[src/rtl/proc_pkg.sv]
// rtl/proc_pkg.sv - shared processor constants, load queue entry type and load data formatter
package proc_pkg;

    localparam int XLEN   = 32;
    localparam int REG_AW = 5;

    localparam logic [2:0] F3_LB  = 3'b000;
    localparam logic [2:0] F3_LH  = 3'b001;
    localparam logic [2:0] F3_LW  = 3'b010;
    localparam logic [2:0] F3_LBU = 3'b100;
    localparam logic [2:0] F3_LHU = 3'b101;

    typedef struct packed {
        logic [REG_AW-1:0] rd;
        logic [2:0]        funct3;
        logic [1:0]        offset;
    } ld_entry_t;

    // Halfwords use offset[1] only; misaligned halfwords are rejected before issue.
    function automatic logic [XLEN-1:0] format_load(input logic [2:0]      funct3,
                                                    input logic [1:0]      offset,
                                                    input logic [XLEN-1:0] word);
        logic [7:0]  b;
        logic [15:0] h;
        b = word[{offset, 3'b000} +: 8];
        h = offset[1] ? word[31:16] : word[15:0];
        case (funct3)
            F3_LB:   format_load = {{24{b[7]}}, b};
            F3_LBU:  format_load = {24'b0, b};
            F3_LH:   format_load = {{16{h[15]}}, h};
            F3_LHU:  format_load = {16'b0, h};
            default: format_load = word;
        endcase
    endfunction

endpackage

[src/rtl/writeback_unit_if.sv]
// rtl/writeback_unit_if.sv - ALU, load issue, memory response and register-file write bundle
interface writeback_unit_if #(
    parameter int DEPTH = 4
);
    import proc_pkg::*;

    logic                    alu_valid;
    logic [REG_AW-1:0]       alu_rd;
    logic [XLEN-1:0]         alu_data;

    logic                    ld_req_valid;
    logic                    ld_req_ready;
    logic [REG_AW-1:0]       ld_req_rd;
    logic [2:0]              ld_req_funct3;
    logic [1:0]              ld_req_offset;

    logic                    mem_rsp_valid;
    logic                    mem_rsp_ready;
    logic [XLEN-1:0]         mem_rsp_data;

    logic                    rf_we;
    logic [REG_AW-1:0]       rf_waddr;
    logic [XLEN-1:0]         rf_wdata;
    logic [31:0]             busy_mask;
    logic [$clog2(DEPTH):0]  pending_count;

    modport master (
        output alu_valid, alu_rd, alu_data,
        output ld_req_valid, ld_req_rd, ld_req_funct3, ld_req_offset,
        input  ld_req_ready,
        output mem_rsp_valid, mem_rsp_data,
        input  mem_rsp_ready,
        input  rf_we, rf_waddr, rf_wdata, busy_mask, pending_count
    );

    modport slave (
        input  alu_valid, alu_rd, alu_data,
        input  ld_req_valid, ld_req_rd, ld_req_funct3, ld_req_offset,
        output ld_req_ready,
        input  mem_rsp_valid, mem_rsp_data,
        output mem_rsp_ready,
        output rf_we, rf_waddr, rf_wdata, busy_mask, pending_count
    );

endinterface

[src/rtl/writeback_unit_load_queue.sv]
// rtl/writeback_unit_load_queue.sv - in-order FIFO of outstanding loads with per-entry rd compare
module load_queue
    import proc_pkg::*;
#(
    parameter  int DEPTH = 4,
    localparam int AW    = $clog2(DEPTH)
) (
    input  logic              clk,
    input  logic              rst,
    input  logic              push,
    input  ld_entry_t         push_entry,
    input  logic              pop,
    output ld_entry_t         head,
    output logic              full,
    output logic              empty,
    output logic [AW:0]       count,
    input  logic [REG_AW-1:0] cmp_rd,
    output logic [DEPTH-1:0]  rd_match
);

    ld_entry_t     entries [DEPTH];
    logic [AW:0]   wr_ptr;
    logic [AW:0]   rd_ptr;
    logic [AW-1:0] rel;

    assign count = wr_ptr - rd_ptr;
    assign empty = (wr_ptr == rd_ptr);
    assign full  = (wr_ptr[AW] != rd_ptr[AW]) && (wr_ptr[AW-1:0] == rd_ptr[AW-1:0]);
    assign head  = entries[rd_ptr[AW-1:0]];

    always_ff @(posedge clk or posedge rst) begin
        if (rst) begin
            wr_ptr <= '0;
            rd_ptr <= '0;
        end else begin
            if (push && !full) wr_ptr <= wr_ptr + 1'b1;
            if (pop && !empty) rd_ptr <= rd_ptr + 1'b1;
        end
    end

    always_ff @(posedge clk) begin
        if (push && !full) entries[wr_ptr[AW-1:0]] <= push_entry;
    end

    // An entry is live when its distance from the read pointer is below the occupancy.
    always_comb begin
        rd_match = '0;
        rel      = '0;
        for (int i = 0; i < DEPTH; i++) begin
            rel         = AW'(i) - rd_ptr[AW-1:0];
            rd_match[i] = ({1'b0, rel} < count) && (entries[i].rd == cmp_rd);
        end
    end

endmodule

[src/rtl/writeback_unit.sv]
// rtl/writeback_unit.sv - register-file write port arbiter for ALU results and in-order load returns
module writeback_unit
    import proc_pkg::*;
#(
    parameter int DEPTH = 4
) (
    input logic             clk,
    input logic             rst,
    writeback_unit_if.slave bus
);

    localparam int CW = $clog2(DEPTH) + 1;

    ld_entry_t         q_head;
    ld_entry_t         q_push_entry;
    logic              q_full;
    logic              q_empty;
    logic [CW-1:0]     q_count;
    logic [DEPTH-1:0]  q_match;

    logic              hold_valid;
    logic [REG_AW-1:0] hold_rd;
    logic [XLEN-1:0]   hold_data;

    logic              ld_push;
    logic              rsp_accept;
    logic              hold_drain;

    logic              rf_we_q;
    logic [REG_AW-1:0] rf_waddr_q;
    logic [XLEN-1:0]   rf_wdata_q;
    logic [31:0]       busy_q;
    logic [31:0]       busy_next;

    assign q_push_entry = '{rd: bus.ld_req_rd, funct3: bus.ld_req_funct3, offset: bus.ld_req_offset};

    load_queue #(.DEPTH(DEPTH)) u_load_queue (
        .clk        (clk),
        .rst        (rst),
        .push       (ld_push),
        .push_entry (q_push_entry),
        .pop        (rsp_accept),
        .head       (q_head),
        .full       (q_full),
        .empty      (q_empty),
        .count      (q_count),
        .cmp_rd     (hold_rd),
        .rd_match   (q_match)
    );

    // A full hold register only blocks responses when the ALU also takes the write port.
    assign bus.ld_req_ready  = !rst && !q_full;
    assign bus.mem_rsp_ready = !rst && !q_empty && (!hold_valid || !bus.alu_valid);

    assign ld_push    = bus.ld_req_valid && bus.ld_req_ready;
    assign rsp_accept = bus.mem_rsp_valid && bus.mem_rsp_ready;
    assign hold_drain = hold_valid && !bus.alu_valid;

    always_comb begin
        busy_next = busy_q;
        if (hold_drain && !(|q_match)) busy_next[hold_rd] = 1'b0;
        if (ld_push && (bus.ld_req_rd != '0)) busy_next[bus.ld_req_rd] = 1'b1;
        busy_next[0] = 1'b0;
    end

    always_ff @(posedge clk or posedge rst) begin
        if (rst) begin
            rf_we_q    <= 1'b0;
            rf_waddr_q <= '0;
            rf_wdata_q <= '0;
            hold_valid <= 1'b0;
            hold_rd    <= '0;
            hold_data  <= '0;
            busy_q     <= '0;
        end else begin
            busy_q <= busy_next;

            if (bus.alu_valid) begin
                rf_we_q    <= (bus.alu_rd != '0);
                rf_waddr_q <= bus.alu_rd;
                rf_wdata_q <= bus.alu_data;
            end else if (hold_valid) begin
                rf_we_q    <= (hold_rd != '0);
                rf_waddr_q <= hold_rd;
                rf_wdata_q <= hold_data;
            end else begin
                rf_we_q    <= 1'b0;
            end

            if (rsp_accept) begin
                hold_valid <= 1'b1;
                hold_rd    <= q_head.rd;
                hold_data  <= format_load(q_head.funct3, q_head.offset, bus.mem_rsp_data);
            end else if (hold_drain) begin
                hold_valid <= 1'b0;
            end
        end
    end

    assign bus.rf_we         = rf_we_q;
    assign bus.rf_waddr      = rf_waddr_q;
    assign bus.rf_wdata      = rf_wdata_q;
    assign bus.busy_mask     = busy_q;
    assign bus.pending_count = q_count + {{(CW-1){1'b0}}, hold_valid};

endmodule

[src/flat_wrapper.sv]
// flat-port wrapper written by rule: the top's interface ports become plain ports
module writeback_unit_flat import proc_pkg::*;
#(
    parameter int DEPTH = 4
)
  (clk, rst, bus_alu_valid, bus_alu_rd, bus_alu_data, bus_ld_req_valid, bus_ld_req_rd, bus_ld_req_funct3, bus_ld_req_offset, bus_ld_req_ready, bus_mem_rsp_valid, bus_mem_rsp_data, bus_mem_rsp_ready, bus_rf_we, bus_rf_waddr, bus_rf_wdata, bus_busy_mask, bus_pending_count);
  writeback_unit_if #(.DEPTH(DEPTH)) bus_i ();
  input logic clk;
  input logic rst;
  input wire logic [$bits(bus_i.alu_valid)-1:0] bus_alu_valid;
  input wire logic [$bits(bus_i.alu_rd)-1:0] bus_alu_rd;
  input wire logic [$bits(bus_i.alu_data)-1:0] bus_alu_data;
  input wire logic [$bits(bus_i.ld_req_valid)-1:0] bus_ld_req_valid;
  input wire logic [$bits(bus_i.ld_req_rd)-1:0] bus_ld_req_rd;
  input wire logic [$bits(bus_i.ld_req_funct3)-1:0] bus_ld_req_funct3;
  input wire logic [$bits(bus_i.ld_req_offset)-1:0] bus_ld_req_offset;
  output wire logic [$bits(bus_i.ld_req_ready)-1:0] bus_ld_req_ready;
  input wire logic [$bits(bus_i.mem_rsp_valid)-1:0] bus_mem_rsp_valid;
  input wire logic [$bits(bus_i.mem_rsp_data)-1:0] bus_mem_rsp_data;
  output wire logic [$bits(bus_i.mem_rsp_ready)-1:0] bus_mem_rsp_ready;
  output wire logic [$bits(bus_i.rf_we)-1:0] bus_rf_we;
  output wire logic [$bits(bus_i.rf_waddr)-1:0] bus_rf_waddr;
  output wire logic [$bits(bus_i.rf_wdata)-1:0] bus_rf_wdata;
  output wire logic [$bits(bus_i.busy_mask)-1:0] bus_busy_mask;
  output wire logic [$bits(bus_i.pending_count)-1:0] bus_pending_count;
  assign bus_i.alu_valid = bus_alu_valid;
  assign bus_i.alu_rd = bus_alu_rd;
  assign bus_i.alu_data = bus_alu_data;
  assign bus_i.ld_req_valid = bus_ld_req_valid;
  assign bus_i.ld_req_rd = bus_ld_req_rd;
  assign bus_i.ld_req_funct3 = bus_ld_req_funct3;
  assign bus_i.ld_req_offset = bus_ld_req_offset;
  assign bus_ld_req_ready = bus_i.ld_req_ready;
  assign bus_i.mem_rsp_valid = bus_mem_rsp_valid;
  assign bus_i.mem_rsp_data = bus_mem_rsp_data;
  assign bus_mem_rsp_ready = bus_i.mem_rsp_ready;
  assign bus_rf_we = bus_i.rf_we;
  assign bus_rf_waddr = bus_i.rf_waddr;
  assign bus_rf_wdata = bus_i.rf_wdata;
  assign bus_busy_mask = bus_i.busy_mask;
  assign bus_pending_count = bus_i.pending_count;
  writeback_unit #(.DEPTH(DEPTH)) u_core (.clk(clk), .rst(rst), .bus(bus_i));
endmodule
[config.mk]
export PLATFORM = sky130hd
export DESIGN_NAME = writeback_unit_flat
export DESIGN_NICKNAME = d
export VERILOG_FILES = /design/src/rtl/proc_pkg.sv /design/src/rtl/writeback_unit_if.sv /design/src/rtl/writeback_unit_load_queue.sv /design/src/rtl/writeback_unit.sv /design/src/flat_wrapper.sv
export SDC_FILE = /design/constraint.sdc
export NUM_CORES = 1
export LEC_CHECK = 0
export CAP_MARGIN = 40
export CORE_ASPECT_RATIO = 0.8
export CORE_MARGIN = 8
export CORE_UTILIZATION = 45
export CTS_CLUSTER_SIZE = 28
export DETAILED_ROUTE_END_ITERATION = 10
export DONT_BUFFER_PORTS = 1
export SLEW_MARGIN = 10
export SYNTH_ARGS = -nofsm -noshare
export SYNTH_HDL_FRONTEND = slang
export SYNTH_SLANG_ARGS = --single-unit
[constraint.sdc]
create_clock -name clk -period 5.6 [get_ports clk]
set_input_delay 0.56 -clock clk [delete_from_list [all_inputs] [get_ports clk]]
set_output_delay 0.56 -clock clk [all_outputs]
set_load 0.02 [all_outputs]
======== Word level (Yosys, flattened, before mapping) ========
Memory sizes are Yosys's and may differ from the RTL's.
Cells that the tools add are included.
cells by class
  reductions and logical operators ........ 31
  bitwise gates (word level) .............. 3
  equality and inequality tests ........... 10
  shifts and indexed selects .............. 1
  add/sub/neg operators ................... 8
  $lt $le $gt $ge ......................... 8
  multiplexer cells ....................... 18
operator list
  operator                                                               number
  32-bit two-way mux                                                     4
  32-bit case mux with 4 select lines                                    1
  32-bit bitwise AND                                                     1
  32-bit inverter                                                        1
  32-bit OR                                                              1
  32-bit by 6-bit indexed part select with 8-bit output                  1
  5-bit == test                                                          4
  1-bit logical AND                                                      17
  16-bit two-way mux                                                     1
  5-bit nonzero test                                                     3
  2-bit by 3-bit < comparator with 1-bit output                          4
  5-bit by 6-bit < comparator with 1-bit output, second input constant   2
  1-bit demux with 5-bit select                                          2
  5-bit by 1-bit >= comparator with 1-bit output, second input constant  2
  5-bit two-way mux                                                      2
  1-bit two-way mux                                                      8
  3-bit by 1-bit adder with 3-bit output, second input constant          2
  3-bit == test, second input constant                                   2
  1-bit logical NOT                                                      6
  2-bit nonzero test                                                     2
  4-bit OR reduction                                                     1
  1-bit by 2-bit subtractor with 2-bit output, first input constant      2
  2-bit subtractor, first input constant                                 2
  3-bit by 1-bit adder with 3-bit output                                 1
  other kinds (7)                                                        7
storage, ports and cells
  flip-flop bits (word level) ............. 113
  input port bits ......................... 84
  output and inout bits ................... 75
  memories kept ........................... 1
  RAM bits ................................ 40
  word-level logic and storage cells ...... 89
memory list
  memory                       words  bits a word  rd ports  clocked after Yosys merged registers in  wr ports  line                             source
  u_core.u_load_queue.entries  4      10           5         0                                        1         writeback_unit_load_queue.sv:21  ld_entry_t entries [DEPTH];

======== Longest topological paths before layout ========
Gate-level depths: netlist of run 1.
  depth in word-level cells ............... 9
  gate-level depth with buffers ........... 13
  depth with buffers taken out ............ 12

======== Hierarchy ========
Synthesis of run 1 repeated with hierarchy kept, for this count alone.
unflattened totals
  cells, all modules ...................... 688
  area, all modules ....................... 7498.4 µm²
by module, submodules not included
  module          area an instance (µm²)  times used  cells an instance  sequential area each (µm²)
  writeback_unit  5260.0                  1           549                2677.6
  load_queue      2238.4                  1           139                1351.3

======== Worst setup path before layout of run 1 ========
OpenSTA, ideal clock, no wires.
  kind .................................... input port to flip-flop
  from .................................... input rst
  to ...................................... register u_core.hold_data[17]
  data arrival time ....................... 4.406 ns
  setup slack ............................. 1.117 ns
  required time ........................... 5.523 ns
  setup time .............................. 0.077 ns
  buffers on the path ..................... 3
  stages on the path ...................... 8
  cells stage by stage .................... inv_1 > o211a_1 > and2_1 > buf_2 > buf_2 > buf_1 > nor2_1 > a21oi_1
on the way
  longest elaborated chain between the ends .. 4
ends and longest elaborated chain
  item                             line                  source
  start: declaration               flat_wrapper.sv:9     input logic rst;
  1-bit logical NOT                writeback_unit.sv:53  assign bus.mem_rsp_ready = !rst && !q_empty && (!hold_valid || !bus.alu_valid);
  1-bit logical AND (2 in series)  writeback_unit.sv:53
  net bus_mem_rsp_ready            flat_wrapper.sv:20    output wire logic [$bits(bus_i.mem_rsp_ready)-1:0] bus_mem_rsp_ready;
  1-bit logical AND                writeback_unit.sv:56  assign rsp_accept = bus.mem_rsp_valid && bus.mem_rsp_ready;
  end signal: assignment           writeback_unit.sv:93  hold_data <= format_load(q_head.funct3, q_head.offset, bus.mem_rsp_data);
  end: declaration                 writeback_unit.sv:23  logic [XLEN-1:0] hold_data;
The timed path passes the listed nets, and every way through them passes these cells.
A chain may end at the register's enable or synchronous reset.

======== Worst setup path after layout of run 1 ========
  from .................................... register u_core.u_load_queue.rd_ptr[0]
  to ...................................... register u_core.busy_q[29], in the netlist u_core.bus.busy_mask[29]
on the way
  longest elaborated chain between the ends .. 9
  elaborated cells on any way between the ends .. 25
  classes of those cells .................. add/sub: 5; order compare: 4; eq/ne: 1; mux: 2; bitwise: 1; reduce/logical: 12
ends and longest elaborated chain
  item                                            line                             source
  start: declaration                              writeback_unit_load_queue.sv:23  logic [AW:0] rd_ptr;
  start signal: assignment                        writeback_unit_load_queue.sv:37  if (pop && !empty) rd_ptr <= rd_ptr + 1'b1;
  3-bit subtractor, or another cell as far along  writeback_unit_load_queue.sv:26  assign count = wr_ptr - rd_ptr;
  2-bit by 3-bit < comparator with 1-bit output   writeback_unit_load_queue.sv:51  rd_match[i] = ({1'b0, rel} < count) && (entries[i].rd == cmp_rd);
  1-bit logical AND                               writeback_unit_load_queue.sv:51
  4-bit OR reduction                              writeback_unit.sv:61             if (hold_drain && !(|q_match)) busy_next[hold_rd] = 1'b0;
  1-bit logical NOT                               writeback_unit.sv:61
  1-bit logical AND                               writeback_unit.sv:61
  32-bit two-way mux                              writeback_unit.sv:61
  32-bit OR (no line)                             -
  32-bit two-way mux (*)                          writeback_unit.sv:62             if (ld_push && (bus.ld_req_rd != '0)) busy_next[bus.ld_req_rd] = 1'b1;
  net u_core.busy_next[29]                        writeback_unit.sv:33             logic [31:0] busy_next;
  end signal: assignment                          writeback_unit.sv:76             busy_q <= busy_next;
  end: declaration                                writeback_unit.sv:32             logic [31:0] busy_q;
The timed path passes the listed nets; every way through them passes the cells marked *.

==> results of run 1 <==
registers in the layout, indices dropped and copies added (netlist names):
signal	cells
u_core.hold_data	32
u_core.u_load_queue.entries	40
u_core.bus.rf_we	1
u_core.u_load_queue.wr_ptr	3
u_core.bus.rf_waddr	5
u_core.bus.rf_wdata	32
u_core.bus.busy_mask	31
u_core.u_load_queue.rd_ptr	3
u_core.hold_valid	1
u_core.hold_rd	5
final cells by class:
cell class                      count  area (um2)
Clock buffer                       23       510.5
Clock inverter                      6       86.33
Fill cell                        1440        7821
Inverter                           19       73.82
Multi-Input combinational cell    441        3047
Sequential cell                   153        4030
Tap cell                          215       269.0
Timing Repair Buffer                5       65.06
Yosys cell counts, types with 2 or more instances:
master and number:
a21oi_1 28, a221oi_1 7, a31oi_1 2, and3_1 11, buf_1 5, buf_2 9
buf_6 4, clkbuf_1 25, dfrtp_1 113, edfxtp_1 40, ha_1 16, inv_1 19
mux2_2 2, mux2i_1 48, mux4_1 3, mux4_2 7, nand2_1 101, nand3_1 6
nand3b_1 9, nor2_1 30, nor2b_1 2, nor3_1 4, o2111ai_1 4, o211ai_1 7
o21ai_0 49, o21ai_1 24, o221ai_1 8, o22ai_1 2, o41ai_1 23, or3_1 2
or3b_2 4, xnor2_1 12, xor2_1 14
final timing paths:
check	startpoint	end	slack, ps	cells past startpoint
min in group clk	bus_ld_req_funct3[2]	u_core.u_load_queue.entries[1][4]	230	0
max	u_core.u_load_queue.rd_ptr[0]	u_core.bus.busy_mask[29]	1810	10
max in group asynchronous	rst	u_core.hold_data[24]	4240	2
max reg2reg	u_core.u_load_queue.rd_ptr[0]	u_core.bus.busy_mask[29]	1810	10
min reg2reg	u_core.hold_data[5]	u_core.hold_data[5]	480	2
min	rst	u_core.u_load_queue.wr_ptr[1]	100	1
power breakdown:
group | internal, W | switching, W
Sequential | 0.00148 | 0.000531
Combinational | 0.000648 | 0.000946
Clock | 0.000726 | 0.000446
metrics by stage:
step / setup WS, ps / hold slack, ps / area (um2) / utilization
2_1_floorplan: 1117 / 449.6 / 7357 / -
3_3_place_gp: 1770 / 478.7 / 7442 / 0.4680
3_5_place_dp: 1603 / 476.9 / 7470 / 0.4697
4_1_cts: 1614 / 125.3 / 8066 / 0.5072
5_1_grt: 1539 / 160.5 / 8082 / 0.5082
6_report: 1807 / 95.82 / 8082 / 0.5082
metal layers:
metal / track usage / wire length (um)
met3: 0.08530 / 2017
met5: 0 / 13
met4: 0.05257 / 239
met1: 0.2627 / 8817
met2: 0.2844 / 9015
cells by family after synthesis:
| family | after synthesis | synth area share |
|---|---|---|
| multiplexers | 60 | 0.1005 |
| AND/OR/NAND/NOR | 179 | 0.1155 |
| flip-flops | 153 | 0.5476 |
| other | 1 | 0.0005097 |
| XOR/XNOR | 27 | 0.03316 |
| AO/OA/AOI/OAI | 157 | 0.1345 |
| buffers and inverters | 63 | 0.03827 |
| adder cells (fa/ha/maj) | 17 | 0.02993 |
critical path: stages, from the launching register on:
cell	delay, ps
dfrtp_1	800
ha_1	280
inv_1	60
fa_1	510
inv_1	100
ha_1	290
a21oi_1	60
o2111ai_1	280
nand4b_4	420
nor4b_4	630
o221ai_1	210
==> results_dict.tcl, run 1 <==
set metrics [dict create \
    synth_nets 758 \
    cts_tree "built" \
    cts-buffers-inserted 17 \
    syn_area_mm2 0.007357 \
    cts.sinks 153 \
    wl_per_cell_um 23.32 \
    grt_max_degree 79 \
    p_leak_nw 3.375 \
    cts_root_buf "clkbuf_16" \
    io_pins 159 \
    setup_viol 0 \
    tightest_slew_ps 841.1 \
    coreArea_mm2 0.01590 \
    drv_cap 0 \
    drive_gt1_frac 0.08346 \
    placementRows 41 \
    clkTransAtPathRegs_ps 60 \
    final_cell_mix "dfrtp_1, nand2_1, o21ai_0" \
    layout_commonest_cell "dfrtp_1" \
    cellPowerDensity_mw_per_mm2 590.7 \
    vias 5110 \
    drv_slew 0 \
    yosys-top-cells-area "dfrtp_1, edfxtp_1, mux2i_1, nand2_1, o21ai_0" \
    post-route-period-util 0.6773 \
    routed_via_density 5.928 \
    worst_ir_drop_vdd_uv 294.2 \
    drt_iter0_drc 559 \
    clock_path_buffers 2 \
    stdcell_count 862 \
    num_antenna_cells 0 \
    port-buffer-count 0 \
    crit_fanout 24 \
    die_h_um 130.4 \
    htree_levels 4 \
    insertion_delay_ps 430 \
    fmax_mhz 263.7 \
    antenna_found_initial 1 \
    cts_resized 0 \
    required_ps 5870 \
    grt_pass1_vias 5058 \
    die-width_um 159.0 \
    period_needed_ps 3793 \
    die-area_mm2 0.02072 \
    seq_area_frac_synth 0.5476 \
    holdBufCountCts 0 \
    syn_avg_cell_area_um2 11.20 \
    ant_nets 0 \
    yosysTopAreaCell "dfrtp_1" \
    gp_congestion 0.8801 \
    synthFlopType "dfrtp_1" \
    grt_usage 0.1956 \
    end_kind "flip-flop" \
    slew_headroom 0.4367 \
    grt_pass1_wl_mm 31.25 \
    hold_viol_final 0 \
    hold_path_class "in -> async" \
    synth-seq-cells 153 \
    area_growth_pct 9.847 \
    total_power_w 0.004774 \
    critPathArrivalTime_ps 4070 \
    yosysTopAreaCellShare 0.3844 \
    syn_inst 657 \
    grt.overflow.total 0 \
    drcViolationCount 0 \
    drt-total-wl_mm 20.10 \
    cts_setup_buffers 0 \
    synth_edf_count 40 \
    worstSetupPathType "reg -> reg" \
    skew_ps 9.601 \
    dr.pass1.iters 5 \
    yosys_warnings 0 \
    status "complete, no violations" \
    start_kind "flip-flop" \
    placed_cells 832 \
    grt_setup_unrepaired "false" \
    start_util 0.4626 \
    synth-async-reset-ratio 0.7386 \
    hpwl_mm 14.47 \
    tns_ps 0 \
    ys_types 50 \
    final_nets 738 \
]
(Power assumes the default switching activity.)
==> run 2, diff against run 1 <==
==> constraint.sdc (replaced) <==
create_clock -name clk -period 3.65 [get_ports clk]
set_input_delay 0.365 -clock clk [delete_from_list [all_inputs] [get_ports clk]]
set_output_delay 0.365 -clock clk [all_outputs]
set_load 0.02 [all_outputs]
==> run 2 against run 1 <==
Net effect: final area increased by 0.98%; die area unchanged; register-to-register slack got worse by 1400 ps; total power increased by 56%; largest cell class unchanged; highest routed layer is now met4.
==> results_dict.tcl, run 2 (synthesized netlist as in run 1, its figures left out) <==
set metrics [dict create \
    fillCellCount 1404 \
    grt_usage 0.1952 \
    tns_ps 0 \
    layout_commonest_cell "dfrtp_1" \
    insertion_delay_ps 420 \
    final_cell_mix "dfrtp_1, nand2_1, o21ai_0" \
    grt_pass1_vias 5300 \
    cts_root_buf "clkbuf_16" \
    clock_path_buffers 2 \
    holdBufCountCts 0 \
    start_kind "flip-flop" \
    coreArea_mm2 0.01590 \
    r2r-end "u_core.bus.busy_mask[29]" \
    drive_gt1_frac 0.09589 \
    die-area_mm2 0.02072 \
    skew_ps 6.827 \
    cts-buffers-inserted 17 \
    cts.sinks 153 \
    die_h_um 130.4 \
    p_leak_nw 3.420 \
    routed_via_density 5.849 \
    port-buffer-count 0 \
    start_util 0.4626 \
    utilization 0.5131 \
    setup_viol 0 \
    wl_per_cell_um 22.99 \
    drv_cap 0 \
    ant_nets 0 \
    cts_setup_buffers 0 \
    largest_register_ffs 40 \
    post-route-period-util 0.8846 \
    critPathLaunch "u_core.u_load_queue.wr_ptr[0]" \
    end_kind "flip-flop" \
    crit_fanout 8 \
    cellPowerDensity_mw_per_mm2 912.4 \
    clkTransAtPathRegs_ps 60 \
    placementRows 41 \
    period_needed_ps 3229 \
    crit_top_cell "inv_1" \
    grt_max_degree 79 \
    hold_viol_final 0 \
    cts_tree "built" \
    slowest_delay_ps 590 \
    required_ps 3920 \
    post-place-ws_ps 485.5 \
    antenna_found_initial 0 \
    worstSetupPathType "reg -> reg" \
    gp_congestion 0.8869 \
    drv_slew 0 \
    drcViolationCount 0 \
    cts_resized 0 \
    endpoint "u_core.bus.busy_mask[29]" \
    tightest_slew_ps 792.1 \
    slew_headroom 0.4720 \
    reg2reg_from "u_core.u_load_queue.wr_ptr[0]" \
    htree_levels 4 \
    fmax_mhz 309.7 \
    r2r_setup_slack_ps 420 \
    worst_ir_drop_vdd_uv 362.4 \
    cpMaxStageDelayCell "nor4b_4" \
    ff2ff_path_depth 11 \
    die-width_um 159.0 \
    grt.overflow.total 0 \
    drt_iter0_drc 441 \
    fin_ws_ps 421.4 \
    status "complete, no violations" \
    num_antenna_cells 0 \
    grt_pass1_wl_mm 31.19 \
    grt_setup_unrepaired "false" \
    final_nets 745 \
    area_growth_pct 10.92 \
    dr.pass1.iters 7 \
    drt-total-wl_mm 20.05 \
    crit_chain "inv_1, ha_1, inv_1, fa_1, inv_1, ha_1, a21oi_1, o2111ai_1, nand4b_4, nor4b_4, o221ai_1" \
    vias 5100 \
    io_pins 159 \
    hold_path_class "in -> async" \
    hpwl_mm 14.44 \
    critPathArrivalTime_ps 3500 \
]
[run 2: worst max-delay path: cells and delay by family (launching register included)]
family	cells	cell delay (ps)
adders and majority gates	3	970
and+or+nand+nor	2	750
AOI/OAI and AO/OA	3	600
DFF	1	410
buffers and inverters	3	350
[run 2: report_power, final]
group | total [W] | internal (W) | switching, W
Combinational | 0.00255 | 0.00101 | 0.00153
Clock | 0.00187 | 0.00118 | 0.000689
Sequential | 0.00302 | 0.00227 | 0.000757
[run 2: final cells by class]
| cell class | count | area, um2 | area share |
|---|---|---|---|
| inverters | 19 | 75.07 | 0.009200 |
| flip-flops and latches | 153 | 4030 | 0.4939 |
| clock inverters | 11 | 167.7 | 0.02055 |
| clock buffers | 21 | 461.7 | 0.05658 |
| multi-input cells | 441 | 3047 | 0.3734 |
| well taps | 215 | 269.0 | 0.03297 |
| repair buffers | 12 | 110.1 | 0.01349 |
[run 2: worst min path at each step]
stage / endpoint / slack [ps] / cells after the start
6_report: u_core.u_load_queue.wr_ptr[2] / 2 / 2
3_3_place_gp: u_core.u_load_queue.entries[1][1] / 460 / 0
2_1_floorplan: u_core.hold_data[3] / 450 / 2
5_1_grt: u_core.u_load_queue.entries[2][4] / 10 / 0
4_1_cts: u_core.u_load_queue.entries[2][4] / 20 / 0
3_5_place_dp: u_core.u_load_queue.entries[1][2] / 460 / 0
[run 2: per-layer routing]
metal | track usage | wire length (um) | vias to the layer above
met5 | 0 | 0 | -
met4 | 0.06475 | 371 | 0
met3 | 0.07586 | 1870 | 27
met2 | 0.3024 | 9240 | 196
met1 | 0.2486 | 8563 | 2534
li1 | - | - | 2343
[run 2: stage by stage]
step                      hold slack (ps)  power, W  instance area [um2]  instances
after floorplan                     449.6  0.004908                 7361        657
after global placement              464.1  0.005464                 7503        839
after detailed placement            464.1  0.005581                 7503        839
after CTS                           15.82  0.007473                 8133        871
after global routing                10.97  0.007904                 8160        872
final                               2.115  0.007445                 8160        872
